--- config.mk ---
export PLATFORM = sky130hd
export DESIGN_NAME = tc_array
export DESIGN_NICKNAME = d
export VERILOG_FILES = /design/src/rtl/tc_array.sv
export SDC_FILE = /design/constraint.sdc
export NUM_CORES = 1
export LEC_CHECK = 0
export BUFFER_PORTS_ARGS = -buffer_cell sky130_fd_sc_hd__buf_2
export CORE_MARGIN = 4
export CORE_UTILIZATION = 30
export CTS_BUF_LIST = sky130_fd_sc_hd__clkbuf_2 sky130_fd_sc_hd__clkbuf_4 sky130_fd_sc_hd__clkbuf_8
export DETAILED_ROUTE_END_ITERATION = 16
export PLACE_DENSITY_LB_ADDON = 0.05
export SYNTH_ARGS = -nofsm -noshare
export SYNTH_HDL_FRONTEND = slang
export SYNTH_SLANG_ARGS = --single-unit
--- constraint.sdc ---
create_clock -name clk -period 4.65 [get_ports clk]
set_input_delay 0.6975 -clock clk [delete_from_list [all_inputs] [get_ports clk]]
set_output_delay 0.6975 -clock clk [all_outputs]
set_load 0.02 [all_outputs]
--- src/rtl/tc_array.sv ---
// tc_array: NUM_CH independent 32-bit timer/counter channels behind one
// word-addressed register window with byte-enabled writes and W1C status.
module tc_array #(
   parameter int NUM_CH = 2,
   parameter int ADDR_W = 6
) (
   input  logic              clk,
   input  logic              reset,
   input  logic [ADDR_W-1:0] Addr,
   input  logic              WE,
   input  logic [3:0]        byteen,
   input  logic [31:0]       Din,
   output logic [31:0]       Dout,
   output logic [NUM_CH-1:0] IRQ,
   output logic              IRQ_any
);
   typedef enum logic {IDLE, CNT} state_t;

   localparam logic [ADDR_W-1:0] GLOBAL_ADDR = ADDR_W'(4 * NUM_CH);

   logic [3:0]        ctrl_q   [NUM_CH];
   logic [31:0]       preset_q [NUM_CH];
   logic [31:0]       count_q  [NUM_CH];
   logic [NUM_CH-1:0] pending;

   function automatic logic [31:0] merge_bytes(input logic [31:0] old_val,
                                               input logic [31:0] new_val,
                                               input logic [3:0]  be);
      logic [31:0] res;
      res = old_val;
      for (int b = 0; b < 4; b++) begin
         if (be[b]) res[8*b +: 8] = new_val[8*b +: 8];
      end
      return res;
   endfunction

   for (genvar i = 0; i < NUM_CH; i++) begin : g_ch
      localparam logic [ADDR_W-1:0] A_CTRL   = ADDR_W'(4 * i);
      localparam logic [ADDR_W-1:0] A_PRESET = ADDR_W'(4 * i + 1);
      localparam logic [ADDR_W-1:0] A_STATUS = ADDR_W'(4 * i + 3);

      state_t      state, state_nxt;
      logic [3:0]  ctrl;
      logic [31:0] preset, count, count_nxt;
      logic        pend, fire, en_clr;
      logic        wr_ctrl, wr_preset, clr_status;

      assign wr_ctrl    = WE && (Addr == A_CTRL) && byteen[0];
      assign wr_preset  = WE && (Addr == A_PRESET);
      assign clr_status = WE && (Addr == A_STATUS) && byteen[0] && Din[0];

      always_comb begin
         state_nxt = state;
         count_nxt = count;
         fire      = 1'b0;
         en_clr    = 1'b0;
         case (state)
            IDLE: begin
               if (ctrl[0]) begin
                  count_nxt = preset;
                  state_nxt = CNT;
               end
            end
            CNT: begin
               if (!ctrl[0]) begin
                  state_nxt = IDLE;
               end else if (ctrl[2:1] == 2'b10) begin
                  count_nxt = count + 32'd1;
                  fire      = (count == 32'hFFFF_FFFF);
               end else if (count != 32'd0) begin
                  count_nxt = count - 32'd1;
               end else begin
                  fire = 1'b1;
                  if (ctrl[2:1] == 2'b01) begin
                     count_nxt = preset;
                  end else begin
                     en_clr    = 1'b1;
                     state_nxt = IDLE;
                  end
               end
            end
         endcase
      end

      always_ff @(posedge clk) begin
         if (reset) begin
            state <= IDLE;
            count <= '0;
         end else begin
            state <= state_nxt;
            count <= count_nxt;
         end
      end

      // Software CTRL writes override the one-shot EN clear; a hardware fire overrides W1C.
      always_ff @(posedge clk) begin
         if (reset) begin
            ctrl   <= '0;
            preset <= '0;
            pend   <= 1'b0;
         end else begin
            if (wr_ctrl) begin
               ctrl <= Din[3:0];
            end else if (en_clr) begin
               ctrl[0] <= 1'b0;
            end
            if (wr_preset) preset <= merge_bytes(preset, Din, byteen);
            if (fire) begin
               pend <= 1'b1;
            end else if (clr_status) begin
               pend <= 1'b0;
            end
         end
      end

      assign ctrl_q[i]   = ctrl;
      assign preset_q[i] = preset;
      assign count_q[i]  = count;
      assign pending[i]  = pend;
      assign IRQ[i]      = pend & ctrl[3];
   end

   assign IRQ_any = |IRQ;

   always_comb begin
      Dout = '0;
      for (int i = 0; i < NUM_CH; i++) begin
         if (Addr == ADDR_W'(4 * i))     Dout = {28'd0, ctrl_q[i]};
         if (Addr == ADDR_W'(4 * i + 1)) Dout = preset_q[i];
         if (Addr == ADDR_W'(4 * i + 2)) Dout = count_q[i];
         if (Addr == ADDR_W'(4 * i + 3)) Dout = {31'd0, pending[i]};
      end
      if (Addr == GLOBAL_ADDR) Dout = 32'(pending);
   end
endmodule

==> results.toml <==
[outcome]
status = "finished clean"

[yosys]
netlist_area_sq_mm = 0.0102
synth-main-ff-cell = "dfxtp_1"
synth-edff-count = 0
syn_area_per_cell_sq_um = 7.26
yosysWarnings = 0
syn_nets = 1454
ys_ff_latch = 140
seq_area_frac_synth_pct = 27.5
async_flop_share_pct = 0
synthCells = 1403
synthDistinctLibCells = 86

[clock_tree]
htreeDepth = 4
cts_setup_buffers = 0
cts_root_buf = "clkbuf_8"
cts_tree = "built"
cts.sinks = 140
clock_latency_ps = 490
cts_resized = 0
clk_path_buf_depth = 2
cts_buffers = 17
clk_pin_slew_worst_paths_ps = 100
holdBufCountCts = 0

[layout]
area_growth_pct = 11.0
fin_nets = 1441
mostFrequentLayoutCells = "nand2_1 (215), dfxtp_1 (140), nor2_1 (108), a21oi_1 (107), buf_2 (78)"
final_common_cell = "nand2_1"
utilization_pct = 33.7
num_antenna_cells = 0
design_area_sq_mm = 0.0113
layout-drive-gt1-share_pct = 13.2
fillerInstances = 3666

[min_path]
hold_path_class = "input port to flop"
min_from = "Din[28]"
min_to = "g_ch[0].preset[28]"
min_path_cells = 3

[timing]
max_slew_margin_pct = 9.00
drv_slew = 0
grt_setup_unrepaired = "false"
tightest_slew_ps = 1350
setup_tns_ps = 0
setup_viol = 0
period_minus_slack_ps = 3650
clock_skew_ps = 21.0
hold_viol = 0
holdWs_ps = 463
fin_ws_ps = 1000
finalCritPeriodShare_pct = 78.5
clock.fmax_mhz = 274

[worst_setup_path]
cp.required_ps = 3950
path_class = "input port to output port"
worst_r2r_startpoint = "g_ch[0].count[0]"
r2r-end = "g_ch[0].count[29]"
critPathCaptureType = "output port"
startpoint_type = "input port"
cp.arrival_ps = 2950
worst_r2r_path_depth = 9
ff2ff_setup_slack_ps = 1120
crit_fanout = 20

[routing]
drc_errors = 0
drtAntennaViolNets = 0
wl_per_cell_microns = 24.8
vias = 11200
drt_wl_total_mm = 45.9
via_per_inst = 6.05
first_pass_iters = 11
drt_iter0_drc = 1284

[power_and_ir_drop]
p_leak_nw = 4.16
clock_power_share_pct = 48.4
internal_power_w = 0.00189
seqPwrFrac_pct = 46.5
combPwrFrac_pct = 5.1
power.switching_w = 0.000701
ir_worst_vdd_mv = 0.176
swShare_pct = 27.1
p_per_area_mw_per_mm2 = 229

[flow_run]
drv_cap = 0

[global_routing]
grt_usage_pct = 24.6
grt-ovfl-total = 0
grt_start_max_net_pins = 83
grt_pass1_wl_mm = 69.1
grt_pass1_vias = 10400
antenna_found_initial = 0

[floorplanning]
initial_core_util_pct = 30.4
die_h_microns = 192
io_pins = 80
dieArea_sq_mm = 0.0370
fp.dieW_microns = 192
rows = 67
core_area_sq_mm = 0.0335

[placed_design]
place_ws_ps = 1070
port_buffers = 79
hpwl_mm = 33.4
placed_area_sq_mm = 0.0108
place_congestion = 0.903
==> power groups by stage <==
stage                     logic [W]  clock network [W]  registers, W
after floorplan           0.0000668                  0       0.00123
after global placement     0.000132                  0       0.00123
after detailed placement   0.000131                  0       0.00123
after CTS                  0.000131            0.00128       0.00120
after global routing       0.000142            0.00132       0.00120
final                      0.000132            0.00125       0.00120
==> worst max-delay path, cell delays in order <==
cell and delay, ps:
buf_2 220, inv_1 170, nor2_1 490, and2_1 540
buf_4 330, a222oi_1 130, nand2_1 170, buf_2 200
==> stage by stage <==
stage,cells,total power [W]
3_5_place_dp,1819,0.00136
5_1_grt,1851,0.00267
2_1_floorplan,1403,0.00130
4_1_cts,1851,0.00261
6_report,1851,0.00259
3_3_place_gp,1819,0.00136
==> cell usage after synthesis (9+ instances only) <==
cell | number | share of area [%]
a211oi_1 | 18 | 1.3
a21oi_1 | 107 | 5.3
a221oi_1 | 9 | 0.77
a222oi_1 | 25 | 2.5
a22oi_1 | 13 | 0.96
a31oi_1 | 15 | 0.92
a32oi_1 | 9 | 0.77
and3_1 | 33 | 2.0
and4_1 | 13 | 1.1
buf_2 | 14 | 0.69
clkbuf_1 | 118 | 4.3
dfxtp_1 | 140 | 28
inv_1 | 16 | 0.59
mux2i_1 | 42 | 4.1
nand2_1 | 215 | 7.9
nand2b_1 | 9 | 0.55
nand3_1 | 47 | 2.3
nand4_1 | 36 | 2.2
nor2_1 | 109 | 4.0
nor3_1 | 46 | 2.3
nor4_1 | 26 | 1.6
o211ai_1 | 16 | 1.2
o21ai_0 | 69 | 3.4
o22ai_1 | 16 | 0.98
o31ai_1 | 12 | 0.88
o32ai_1 | 11 | 0.95
or3_1 | 12 | 0.74
or4_1 | 19 | 1.4
xnor2_1 | 14 | 1.2
xor2_1 | 17 | 1.5
==> metal layers <==
layer  track usage, %  vias up  wire length [microns]
li1                 -     5264                      -
met1             35.8     5467                  21800
met3             2.78       60                   2340
met4             6.45        0                    923
met2             38.8      400                  20800
met5                0        -                      0
==> cells by family (layout without fill, tap and decap cells) <==
logic type                 after synthesis  after routing  synth area share [%]
adders and majority gates                6              6                 0.737
DFF                                    140            140                  27.5
AOI/OAI and AO/OA                      409            409                  28.4
xor gates and xnor gates                31             31                  2.67
muxes                                   46             46                  4.68
and+or+nand+nor                        607            607                  29.4
buffers and inverters                  164            164                  6.56
==> area by class of cell <==
class                      count  area [sq um]  area share [%]
clock buffer                  17           234            2.07
sequential                   140          2800            24.8
clock inverter                15           235            2.08
multi-input combinational   1099          6750            59.7
tap                          448           561            4.96
inverter                      18          67.6           0.598
timing repair buffer         114           661            5.84
==> how the worst max path moves through the flow <==
stage / start / end / cells past startpoint
after floorplan: Addr[5] / Dout[20] / 6
after global placement: Addr[0] / Dout[17] / 8
after detailed placement: Addr[0] / Dout[14] / 8
after CTS: Addr[0] / Dout[14] / 8
after global routing: g_ch[0].count[0] / g_ch[0].count[29] / 9
final: Addr[0] / Dout[14] / 8
==> sequential cells by signal, summed over array words and instances, names as in the netlist <==
| register | cells |
|---|---|
| g_ch.state | 2 |
| g_ch.ctrl | 8 |
| g_ch.count | 64 |
| g_ch.preset | 64 |
| g_ch.pend | 2 |
(Power assumes the default switching activity.)
